--- config.mk ---
export PLATFORM = sky130hd
export DESIGN_NAME = instruction_cache
export DESIGN_NICKNAME = d
export VERILOG_FILES = /design/src/rtl/icache_pkg.sv /design/src/rtl/icache_line_array.sv /design/src/rtl/instruction_cache.sv
export SDC_FILE = /design/constraint.sdc
export NUM_CORES = 1
export LEC_CHECK = 0
export CORE_ASPECT_RATIO = 0.9
export CORE_MARGIN = 3
export CORE_UTILIZATION = 40
export CTS_BUF_LIST = sky130_fd_sc_hd__clkbuf_4 sky130_fd_sc_hd__clkbuf_8
export DETAILED_ROUTE_END_ITERATION = 16
export GPL_TIMING_DRIVEN = 1
export HOLD_SLACK_MARGIN = 0.05
export PLACE_DENSITY = 0.68
export SYNTH_ARGS = -nofsm -noshare
export SYNTH_HDL_FRONTEND = slang
export SYNTH_SLANG_ARGS = --single-unit
--- constraint.sdc ---
create_clock -name clk -period 8.7 [get_ports clk]
set_clock_uncertainty 0.05 [all_clocks]
set_input_delay 0.87 -clock clk [delete_from_list [all_inputs] [get_ports clk]]
set_output_delay 0.87 -clock clk [all_outputs]
set_load 0.1 [all_outputs]
--- src/rtl/icache_pkg.sv ---
// icache_pkg: shared types and widths for the direct-mapped instruction cache.
package icache_pkg;
  typedef enum logic {LOOKUP, MISS} state_e;
  localparam int LINE_W = 64;
  localparam int WORD_W = 32;
endpackage

--- src/rtl/icache_line_array.sv ---
// icache_line_array: valid/tag/data storage with sync write, comb read and bulk valid clear.
module icache_line_array import icache_pkg::*; #(
  parameter int IDX_W = 3,
  parameter int TAG_W = 26
) (
  input  logic              clk_i,
  input  logic              clear_i,
  input  logic              we_i,
  input  logic [IDX_W-1:0]  wr_idx_i,
  input  logic [TAG_W-1:0]  wr_tag_i,
  input  logic [LINE_W-1:0] wr_data_i,
  input  logic [IDX_W-1:0]  rd_idx_i,
  output logic              rd_valid_o,
  output logic [TAG_W-1:0]  rd_tag_o,
  output logic [LINE_W-1:0] rd_data_o
);
  localparam int LINES = 1 << IDX_W;
  logic [LINES-1:0]  valid_q;
  logic [TAG_W-1:0]  tag_q [LINES];
  logic [LINE_W-1:0] data_q [LINES];
  // Clear wins over a same-cycle write so an aborted refill never becomes visible.
  always_ff @(posedge clk_i) begin
    if (clear_i) valid_q <= '0;
    else if (we_i) valid_q[wr_idx_i] <= 1'b1;
  end
  always_ff @(posedge clk_i) begin
    if (we_i) begin
      tag_q[wr_idx_i]  <= wr_tag_i;
      data_q[wr_idx_i] <= wr_data_i;
    end
  end
  assign rd_valid_o = valid_q[rd_idx_i];
  assign rd_tag_o   = tag_q[rd_idx_i];
  assign rd_data_o  = data_q[rd_idx_i];
endmodule

--- src/rtl/instruction_cache.sv ---
// instruction_cache: direct-mapped 64-bit-line instruction cache with a LOOKUP/MISS refill FSM.
module instruction_cache import icache_pkg::*; #(
  parameter int cacheLines = 8
) (
  input  logic              clk,
  input  logic              reset,
  input  logic [31:0]       fetchPC,
  input  logic              fetchRequest,
  input  logic              invalidate,
  output logic [WORD_W-1:0] instruction,
  output logic              instructionValid,
  output logic              stall,
  output logic [31:0]       passedPC,
  output logic              instructionRequest,
  input  logic [LINE_W-1:0] cacheData,
  input  logic              receivedInstruction,
  output logic [31:0]       hitCount,
  output logic [31:0]       missCount
);
  localparam int IDX_W = $clog2(cacheLines);
  localparam int TAG_W = 29 - IDX_W;
  state_e            state_q, state_d;
  logic [28:0]       miss_pc_q, miss_pc_d;
  logic              miss_cycle_q, miss_cycle_d;
  logic [31:0]       hit_cnt_q, miss_cnt_q;
  logic              line_valid, hit, accept, miss_start, unused_pc;
  logic [TAG_W-1:0]  line_tag;
  logic [LINE_W-1:0] line_data;
  assign unused_pc = ^fetchPC[1:0];
  icache_line_array #(.IDX_W(IDX_W), .TAG_W(TAG_W)) u_lines (
    .clk_i      (clk),
    .clear_i    (reset | invalidate),
    .we_i       (accept & ~reset),
    .wr_idx_i   (miss_pc_q[IDX_W-1:0]),
    .wr_tag_i   (miss_pc_q[28 -: TAG_W]),
    .wr_data_i  (cacheData),
    .rd_idx_i   (fetchPC[3 +: IDX_W]),
    .rd_valid_o (line_valid),
    .rd_tag_o   (line_tag),
    .rd_data_o  (line_data)
  );
  assign hit = !reset && state_q == LOOKUP && fetchRequest && !invalidate &&
               line_valid && line_tag == fetchPC[31 -: TAG_W];
  // The first MISS cycle may still see a pulse meant for an earlier request.
  assign accept = state_q == MISS && miss_cycle_q && receivedInstruction && !invalidate;
  assign miss_start = state_q == LOOKUP && fetchRequest && !hit && !invalidate;
  always_comb begin
    state_d      = state_q == LOOKUP ? (miss_start ? MISS : LOOKUP)
                                     : ((invalidate || accept) ? LOOKUP : MISS);
    miss_pc_d    = miss_start ? fetchPC[31:3] : miss_pc_q;
    miss_cycle_d = state_q == MISS;
  end
  always_ff @(posedge clk) begin
    if (reset) begin
      state_q      <= LOOKUP;
      miss_pc_q    <= '0;
      miss_cycle_q <= 1'b0;
      hit_cnt_q    <= '0;
      miss_cnt_q   <= '0;
    end else begin
      state_q      <= state_d;
      miss_pc_q    <= miss_pc_d;
      miss_cycle_q <= miss_cycle_d;
      hit_cnt_q    <= hit_cnt_q + {31'b0, hit};
      miss_cnt_q   <= miss_cnt_q + {31'b0, miss_start};
    end
  end
  assign instructionValid   = hit;
  assign instruction        = hit ? (fetchPC[2] ? line_data[31:0] : line_data[63:32]) : '0;
  assign stall              = fetchRequest && !hit;
  assign instructionRequest = !reset && state_q == MISS;
  assign passedPC           = reset ? 32'h0 : {miss_pc_q, 3'b000};
  assign hitCount           = hit_cnt_q;
  assign missCount          = miss_cnt_q;
endmodule

==> flow_summary.toml <==
[detailed_routing]
drc = 0
dr.pass1.iters = 5
viasPerCell = 5.270
drtIter0Drc = 1198
wl_per_cell_um = 22.62
routed_wl_mm = 69.41
via_count = 16170
antenna_left = 0

[run_status]
status = "finished clean"

[global_routing]
met1_usage_pct = 21.90
grt_usage_pct = 16.67
grt_pass1_vias = 17170
use_met3_pct = 4.580
grt_busiest_layer = "met2"
grt_max_degree = 111
antenna_found_initial = 13
grtUsageMet2_pct = 26.71
grt_pass1_wl_mm = 105.0
grt_overflow = 0

[final_layout]
area_growth_pct = 19.73
final_layout_size_suffix_gt1_share_pct = 24.89
nets = 2020
final_area_um2 = 38390
fillCellCount = 6450

[timing]
final-setup-viol-count = 0
hold_viol_final = 0
fin_crit_sh_pct = 75.71
fmax_mhz = 151.8
holdWs_ps = 410.9
rsz0062_at_grt = "false"
fin_crit_ps = 6587
drv_slew = 0
setup_tns_ps = 0
relSlewSlack_pct = 25.71
tightestPinTransition_ps = 1111
setup_slack_ps = 2113

[power]
p_switching_mw = 1.722
max-vdd-ir-drop_v = 0.0001420
finalPower_mw = 8.212
leakage_nw = 12.24
p_comb_share_pct = 4.7
p_int_mw = 6.490
p_sw_share_pct = 20.97
seqPwrFrac_pct = 52.5
p_clk_share_pct = 42.8
cellPowerDensity_nw_per_um2 = 213.9

[logic_synthesis]
synth_top_flop_cell = "edfxtp_1"
synth.area.top_cells = "edfxtp_1, mux4_2, dfxtp_1, nor2b_1, xor2_1"
synth.lib_cells_used.distinct = 43
yosysTopAreaCell = "edfxtp_1"
synth_top_area_share_pct = 67.43
async_reset_ff_share_pct = 0
synth-seq-cells = 823
yosys_warnings = 0
netlist_area_um2 = 32070
avgSynthCellArea_um2 = 20.08
synth-edff-count = 720
seq_area_frac_synth_pct = 73.86
synth_cells = 1597

[critical_path]
cp_max_fo = 61
cp_data_required_time_ps = 7780
cp_top_family = "buffers and inverters"
critPathLaunchType = "input port"
cp_slowest_cell = "clkdlybuf4s50_1"
endpoint_kind = "output port"
cp_num_buf_inv = 3
crit_type = "in -> out"
crit_path_max_incr_delay_ps = 1190
path_cells = "clkbuf_8, buf_4, mux4_2, o2111ai_1, nor4_1, nand4_4, nor2b_1, clkdlybuf4s50_1"
worst_ep_arrival_time_ps = 5670

[placed_design]
gp_congestion = 0.7585
placed_area_um2 = 35510
dp_slack_ps = 1555
numPortBuffers = 226
dpl.hpwl_mm = 37.00

[cts]
cts.repair.resized = 0
cts_tree = "done"
cts-root-buf = "clkbuf_8"
cts_hold_buf = 0
worstSkewPairLatency_ps = 760
path_clk_slew_ps = 50
cts_sinks = 823
clock_path_buffers = 3
numCtsBuffers = 137
htree_levels = 4
cts_setup_buffers = 0

[run]
maxCapViolations = 0

[die]
die_w_um = 304.5
rows = 97
die_area_um2 = 83600
die_h_um = 274.6
start_util_pct = 40.77
core_area_um2 = 78650
io_pins = 232

[hold_path]
hold_class = "reg -> reg"
==> area by class of cell <==
class / instances / area, µm² / area share (%)
well taps: 1039 / 1300 / 3.386
clock buffers: 198 / 2406 / 6.267
multi-input cells: 695 / 8035 / 20.93
inverters: 5 / 18.77 / 0.04889
diodes: 5 / 12.51 / 0.03259
clock inverters: 51 / 460.4 / 1.199
repair buffers: 253 / 2476 / 6.450
flip-flops and latches: 823 / 23680 / 61.69
==> per-layer routing <==
layer  vias to the layer above  part of all wire, %
met5                         -                0.099
met4                        10                  2.5
met3                       131                  6.7
met2                       508                   48
met1                      8457                   43
li1                       7067                    -
==> metrics by stage <==
step,utilization (%),std cells
final,48.82,3069
after global routing,48.80,3065
after CTS,48.80,3064
after detailed placement,45.16,2815
after global placement,45.16,2815
after floorplan,-,1599
==> synthesized netlist by cell type, drive strengths merged, types with 3 or more instances <==
library cell	count
nand3	36
nor2b	98
clkbuf	29
nand2	38
nand2b	5
edfxtp	720
nor2	71
nand4	14
xnor2	21
dfxtp	103
a22oi	6
inv	5
and2	3
ha	4
mux2	29
buf	47
a21oi	7
xor2	56
mux2i	44
nor3	9
and3	6
o21a	8
o21ai	7
nor4	6
mux4	201
and4	4
or3	8
==> sequential cells by signal, indices dropped and copies added (netlist names) <==
name	flops
hitCount	32
missCount	32
miss_cycle_d	1
miss_cycle_q	1
miss_pc_q	29
u_lines.data_q	512
u_lines.tag_q	208
u_lines.valid_q	8
==> power groups by stage <==
stage               combinational [mW]  sequential [mW]  clock, mW
detailed placement               0.387             4.39          0
finish                           0.383             4.31       3.52
global route                     0.410             4.31       3.82
CTS                              0.389             4.31       3.64
floorplan                        0.248             4.39          0
global placement                 0.381             4.39          0
==> worst register-to-register path, stage by stage, from the launching register on <==
cell and delay (ps):
edfxtp_1 360, mux4_2 470, mux2i_1 170, xor2_1 390, nand2_1 150, nor4_2 490
nand4_4 790, inv_1 310, ha_1 210, ha_1 210, nand2_1 100, or3_1 430
nor3_1 510, nand3_1 300, nor2_1 360, nand3_1 140, xor2_1 150, nor2_1 60
==> cell usage in the layout (no fill, tap or decap), types with 4 or more instances in the layout <==
cell             netlist  layout
nand2_1               38      38
or3_1                  8       8
nand2b_1               5       5
o21ai_0                7       7
clkbuf_8               0     148
o21a_1                 8       8
nor2_4                 0       6
clkinv_1               0      21
nand3_1               36      36
clkbuf_4               0      51
mux2i_1               44      44
clkinvlp_4             0       8
xnor2_1               21      21
edfxtp_1             720     720
and3_1                 6       6
and4_1                 4       4
nor2b_1               98      98
mux2_4                29      29
inv_1                  4       4
xor2_1                56      56
mux4_2               201     201
diode_2                0       5
nor3_1                 9       7
clkdlybuf4s50_1        0     221
ha_1                   4       4
nor4_1                 4       4
clkinv_2               0      11
nand4_1               13      13
a22oi_1                6       6
dfxtp_1              103     103
bufinv_16              0       8
nor2_1                71      65
buf_4                  5      28
a21oi_1                7       7
==> cells by family after synthesis <==
| kind of cell | after synthesis | synth area share, % |
|---|---|---|
| other | 1 | 0.01169 |
| DFF | 823 | 73.86 |
| adders and majority gates | 4 | 0.1561 |
| xor gates and xnor gates | 77 | 2.103 |
| AOI/OAI and AO/OA | 34 | 0.6945 |
| and+or+nand+nor | 303 | 5.022 |
| buffers and inverters | 81 | 1.307 |
| muxes | 274 | 16.85 |
==> final timing paths <==
| check | slack (ps) | to | from | cells past startpoint |
|---|---|---|---|---|
| setup / recovery | 2110 | instruction[9] | fetchPC[4] | 8 |
| hold / removal | 410 | u_lines.valid_q[0]$_SDFFE_PP0P_ | u_lines.valid_q[0]$_SDFFE_PP0P_ | 1 |
| setup reg to reg | 2910 | hitCount[30]$_SDFF_PP0_ | u_lines.tag_q[0][21]$_DFFE_PP_ | 17 |
| hold reg to reg | 410 | u_lines.valid_q[0]$_SDFFE_PP0P_ | u_lines.valid_q[0]$_SDFFE_PP0P_ | 1 |
(Power assumes the default switching activity.)
